--- src/rtl/score_pkg.sv ---
// score_pkg: shared constants for the score counter and its 7-segment decode
package score_pkg;
    localparam int BCD_W = 4;
    localparam logic [6:0] SEG_0     = 7'b1111110;
    localparam logic [6:0] SEG_1     = 7'b0110000;
    localparam logic [6:0] SEG_2     = 7'b1101101;
    localparam logic [6:0] SEG_3     = 7'b1111001;
    localparam logic [6:0] SEG_4     = 7'b0110011;
    localparam logic [6:0] SEG_5     = 7'b1011011;
    localparam logic [6:0] SEG_6     = 7'b1011111;
    localparam logic [6:0] SEG_7     = 7'b1110000;
    localparam logic [6:0] SEG_8     = 7'b1111111;
    localparam logic [6:0] SEG_9     = 7'b1110011;
    localparam logic [6:0] SEG_BLANK = 7'b0000000;
endpackage

--- src/rtl/bcd_to_seg7.sv ---
// bcd_to_seg7: one BCD digit to active-high a..g segments, illegal codes dark
module bcd_to_seg7
    import score_pkg::*;
(
    input  logic [BCD_W-1:0] bcd,
    output logic [6:0]       seg
);
    // pure lookup; codes 10..15 cannot occur but decode to blank for safety
    always_comb begin
        case (bcd)
            4'd0:    seg = SEG_0;
            4'd1:    seg = SEG_1;
            4'd2:    seg = SEG_2;
            4'd3:    seg = SEG_3;
            4'd4:    seg = SEG_4;
            4'd5:    seg = SEG_5;
            4'd6:    seg = SEG_6;
            4'd7:    seg = SEG_7;
            4'd8:    seg = SEG_8;
            4'd9:    seg = SEG_9;
            default: seg = SEG_BLANK;
        endcase
    end
endmodule

--- src/rtl/score_bcd_counter.sv ---
// score_bcd_counter: edge-triggered up/down BCD score with best tracking and 7-segment output
module score_bcd_counter
    import score_pkg::*;
#(
    parameter int DIGITS        = 2,
    parameter int WRAP          = 1,
    parameter int BLANK_LEADING = 0
) (
    input  logic                      clk,
    input  logic                      reset,
    input  logic                      dodge,
    input  logic                      crash,
    input  logic                      clear,
    output logic [BCD_W*DIGITS-1:0]   bcd,
    output logic [7*DIGITS-1:0]       seg,
    output logic [BCD_W*DIGITS-1:0]   best,
    output logic                      ovf,
    output logic                      unf
);
    localparam int W = BCD_W * DIGITS;

    logic         dodge_q, crash_q, ovf_q, ovf_d, unf_q, unf_d, up, dn;
    logic [W-1:0] bcd_q, bcd_d, best_q, best_d, inc, dec;
    logic [DIGITS:0] carry, borrow;

    assign carry[0]  = 1'b1;
    assign borrow[0] = 1'b1;

    genvar d;
    for (d = 0; d < DIGITS; d++) begin : g_dig
        logic [BCD_W-1:0] cur;
        logic [6:0]       raw;
        assign cur         = bcd_q[BCD_W*d +: BCD_W];
        assign carry[d+1]  = carry[d] & (cur == 4'd9);
        assign borrow[d+1] = borrow[d] & (cur == 4'd0);
        assign inc[BCD_W*d +: BCD_W] = !carry[d]  ? cur : (cur == 4'd9 ? 4'd0 : cur + 4'd1);
        assign dec[BCD_W*d +: BCD_W] = !borrow[d] ? cur : (cur == 4'd0 ? 4'd9 : cur - 4'd1);
        bcd_to_seg7 u_seg (.bcd(cur), .seg(raw));
        if (d == 0) begin : g_low
            assign seg[6:0] = raw;
        end else begin : g_high
            assign seg[7*d +: 7] = (BLANK_LEADING != 0 && bcd_q[W-1:BCD_W*d] == '0) ? SEG_BLANK : raw;
        end
    end

    // carry[DIGITS] means all nines, borrow[DIGITS] means zero; clear wins, simultaneous edges cancel
    always_comb begin
        up     = dodge & ~dodge_q;
        dn     = crash & ~crash_q;
        bcd_d  = clear      ? '0 :
                 (up && dn) ? bcd_q :
                 up         ? ((carry[DIGITS] && WRAP == 0) ? bcd_q : inc) :
                 dn         ? (borrow[DIGITS] ? bcd_q : dec) :
                              bcd_q;
        ovf_d  = ~clear & up & ~dn & carry[DIGITS];
        unf_d  = ~clear & dn & ~up & borrow[DIGITS];
        best_d = (bcd_d > best_q) ? bcd_d : best_q;
    end

    // state and edge history, cleared asynchronously
    always_ff @(posedge clk or posedge reset) begin
        if (reset) begin
            dodge_q <= 1'b0;
            crash_q <= 1'b0;
            bcd_q   <= '0;
            best_q  <= '0;
            ovf_q   <= 1'b0;
            unf_q   <= 1'b0;
        end else begin
            dodge_q <= dodge;
            crash_q <= crash;
            bcd_q   <= bcd_d;
            best_q  <= best_d;
            ovf_q   <= ovf_d;
            unf_q   <= unf_d;
        end
    end

    assign bcd  = bcd_q;
    assign best = best_q;
    assign ovf  = ovf_q;
    assign unf  = unf_q;
endmodule

--- config.mk ---
export PLATFORM = sky130hd
export DESIGN_NAME = score_bcd_counter
export DESIGN_NICKNAME = d
export VERILOG_FILES = /design/src/rtl/score_pkg.sv /design/src/rtl/bcd_to_seg7.sv /design/src/rtl/score_bcd_counter.sv
export SDC_FILE = /design/constraint.sdc
export NUM_CORES = 1
export LEC_CHECK = 0
export ABC_AREA = 1
export CAP_MARGIN = 20
export CORE_MARGIN = 2
export CORE_UTILIZATION = 65
export CTS_CLUSTER_SIZE = 28
export DETAILED_ROUTE_END_ITERATION = 10
export DONT_BUFFER_PORTS = 1
export PLACE_DENSITY = 0.91
export SLEW_MARGIN = 10
export SYNTH_ARGS = -nofsm -noshare
export SYNTH_HDL_FRONTEND = slang
export SYNTH_SLANG_ARGS = --single-unit
--- constraint.sdc ---
create_clock -name clk -period 4 [get_ports clk]
set_input_delay 0.6 -clock clk [delete_from_list [all_inputs] [get_ports clk]]
set_output_delay 0.6 -clock clk [all_outputs]
set_load 0.02 [all_outputs]
==> impl_metrics.py <==
metrics = {
    "outcome": {
        "status": "finished clean",
    },
    "cts": {
        "cts_hold_buffers": 0,
        "clk_latency_ps": 310,
        "clockBufferDepth": 2,
        "post_cts.repair.setup_buffers": 0,
        "ctsResizeCount": 0,
        "tritoncts": "yes",
        "numCtsBuffers": 3,
        "path_clk_slew_ps": 110,
        "clock-sinks": 20,
        "htreeDepth": 1,
        "cts_root_buf": "clkbuf_4",
    },
    "die": {
        "num_rows": 19,
        "fp.dieW_um": 57.20,
        "io_pins": 37,
        "core_area_mm2": 0.002710,
        "die_y_um": 57.20,
        "start_util": 0.6787,
        "die-area_mm2": 0.003271,
    },
    "logic_synthesis": {
        "synth_nets": 288,
        "synth_compound_area_frac": 0.1313,
        "synth-async-reset-ratio": 1.000,
        "synth_top_area_frac": 0.2721,
        "synth_warnings": 0,
        "synth_top_family_by_area": "simple AND/OR/NAND/NOR gates",
        "synth_ff_type": "dfrtp_1",
        "yosysTopAreaCell": "dfrtp_1",
        "synth_most_common_cell": "nand2_1",
        "synth-edff-count": 0,
        "avgSynthCellArea_um2": 7.074,
        "synth_common_cells": "65 x nand2_1, 33 x inv_1, 23 x ha_1",
        "synthAdderAreaFrac": 0.1565,
        "synthXorXnorAreaFrac": 0.01429,
        "synthCells": 260,
        "ys_types": 28,
        "syn_area_mm2": 0.001839,
        "synth_area_leaders": "dfrtp_1 27%, ha_1 16%, nand2_1 13%",
        "synth_sequential_area_ratio": 0.2721,
        "synth_seq_cells": 20,
        "muxShareOfSynthArea": 0,
        "synthSimpleGateAreaFrac": 0.3245,
    },
    "global_route": {
        "antenna_found_initial": 0,
        "grt_pass1_wl_um": 6541,
        "grt_max_degree": 21,
        "grt_pass1_vias": 1527,
        "grt-ovfl-total": 0,
        "track_usage": 0.2507,
    },
    "finish": {
        "area_growth_syn_to_layout_pct": 2.585,
        "layout-drive-gt1-share": 0.1188,
        "nNetsFinal": 290,
        "final_cells": 292,
        "diodes": 0,
    },
    "sta": {
        "setup_viol": 0,
        "slew_headroom": 0.5149,
        "fmax_mhz": 308.0,
        "finClkSkew_ps": 1.612,
        "rsz0062_at_grt": "false",
        "hold_viol_final": 0,
        "worst_pin_slew_ps": 726.9,
        "final_max_slew_viol_count": 0,
        "min_period_over_period": 0.8118,
        "finalSetupTns_ps": 0,
        "hold_ws_ps": 287.5,
        "period_minus_slack_ps": 3247,
    },
    "setup_path": {
        "cp_data_required_time_ps": 4240,
        "path_max_fanout": 9,
        "crit_path_end_kind": "flop",
        "ff2ff_setup_slack_ps": 750,
        "critPathLaunchType": "flop",
        "path_class": "flop to flop",
        "crit_arrival_ps": 3490,
    },
    "pwr": {
        "power_frac_comb": 0.461,
        "power_density_mw_per_mm2": 417.9,
        "p_leak_nw": 0.9730,
        "peakVddDrop_v": 0.0005100,
        "clockPowerShare": 0.149,
        "p_switching_w": 0.0003902,
        "seqPwrFrac": 0.391,
        "intPower_w": 0.0003982,
        "netSwitchingFraction": 0.4949,
    },
    "placement": {
        "place.gp.congestion": 0.9658,
        "port_buffers": 0,
        "hpwl_um": 3077,
        "dp.cells": 288,
    },
    "detailed_routing": {
        "ant_nets": 0,
        "drt_iter0_drc": 84,
        "vias": 1629,
        "route.detailed.drc": 0,
        "drt_pass1_iterations": 4,
        "finalWirelength_um": 3968,
        "wl_per_cell_um": 13.59,
        "viasPerCell": 5.579,
    },
    "job": {
        "max-cap-violations": 0,
    },
    "min_path": {
        "worstHoldPathType": "input port to asynchronous set/reset pin",
    },
}
cell families after synthesis:
| kind of cell | Yosys count |
|---|---|
| DFF | 20 |
| xor gates and xnor gates | 3 |
| buffers and inverters | 43 |
| and+or+nand+nor | 128 |
| adders and majority gates | 23 |
| AOI/OAI and AO/OA | 43 |
layout make-up:
type                    instances  area (um^2)
fillers                       222        823.3
flip-flops and latches         20        500.5
multi-input cells             197         1152
well taps                      31        38.79
clock buffers                   4        36.28
repair buffers                  1        7.507
inverters                      39        151.4
critical path, cell delays in order, from the launching register on:
cell and delay, ps:
dfrtp_1 540, inv_1 240, ha_1 310, nand2_2 100, nor2_4 110, nand2_2 90
nor2_4 100, nand2_1 70, o21ai_2 60, nand2_1 70, a21oi_1 180, ha_1 280
a21oi_1 160, nor2_1 70, nor3_1 340, a21oi_4 160, inv_2 160, nand2_1 60
o21ai_1 70
metrics by stage:
| stage | instance area, um^2 | setup WS, ps | util | power (W) |
|---|---|---|---|---|
| global route | 1887 | 477.5 | 0.6962 | 0.0008486 |
| CTS | 1887 | 813.3 | 0.6962 | 0.0007908 |
| finish | 1887 | 752.7 | 0.6962 | 0.0007884 |
| floorplan | 1839 | 1246 | - | 0.0006085 |
| detailed placement | 1851 | 842.4 | 0.6828 | 0.0006728 |
| global placement | 1851 | 905.2 | 0.6828 | 0.0006606 |
power groups by stage:
stage          clock network, W  logic (W)  registers, W
4_1_cts                0.000120   0.000362      0.000309
3_3_place_gp                  0   0.000348      0.000312
3_5_place_dp                  0   0.000360      0.000313
5_1_grt                0.000126   0.000409      0.000313
6_report               0.000117   0.000363      0.000308
2_1_floorplan                 0   0.000314      0.000294
worst paths after layout:
| path | from | endpoint | cells past startpoint |
|---|---|---|---|
| setup / recovery | bcd[1]$_DFF_PP0_ | best[1]$_DFFE_PP0N_ | 18 |
| hold / removal | reset | best[2]$_DFFE_PP0N_ | 1 |
| setup reg to reg | bcd[1]$_DFF_PP0_ | best[1]$_DFFE_PP0N_ | 18 |
| hold reg to reg | crash_q$_DFF_PP0_ | unf$_DFF_PP0_ | 3 |
| max in group asynchronous | reset | bcd[6]$_DFF_PP0_ | 1 |
| min in group clk | crash | crash_q$_DFF_PP0_ | 0 |
sequential cells by signal, summed over array words and instances (netlist names):
name	flops
bcd	8
best	8
crash_q	1
dodge_q	1
ovf	1
unf	1
placed cells by master, fill, tap and decap left out:
| master | synthesis | routed |
|---|---|---|
| nand4_1 | 2 | 2 |
| nand2_2 | 5 | 5 |
| nor2_4 | 5 | 5 |
| buf_4 | 1 | 1 |
| nor3_1 | 5 | 5 |
| a21oi_1 | 18 | 18 |
| a31oi_1 | 2 | 2 |
| o21ai_2 | 2 | 2 |
| and2_1 | 1 | 1 |
| inv_2 | 5 | 5 |
| or2_2 | 2 | 2 |
| clkinv_4 | 1 | 1 |
| nor3_2 | 1 | 1 |
| clkbuf_4 | 0 | 3 |
| ha_1 | 23 | 23 |
| nor2_2 | 3 | 3 |
| clkbuf_8 | 0 | 1 |
| nand3_4 | 1 | 1 |
| o21ai_0 | 11 | 11 |
| dfrtp_1 | 20 | 20 |
| a21oi_4 | 1 | 1 |
| inv_1 | 33 | 33 |
| nand2_1 | 65 | 65 |
| xor2_1 | 3 | 3 |
| o211ai_1 | 2 | 2 |
| nand3_1 | 16 | 16 |
| nor2_1 | 22 | 22 |
| o21ai_1 | 7 | 7 |
routing by layer:
layer	wire, um	vias up	part of all wire	track usage
met2	2023	51	0.51	0.4319
met4	40	0	0.010	0.08638
met1	1682	741	0.42	0.3260
li1	-	833	-	-
met5	0	-	0	0
met3	223	4	0.056	0.03175
Note: power is estimated with default switching activity, not from simulation.
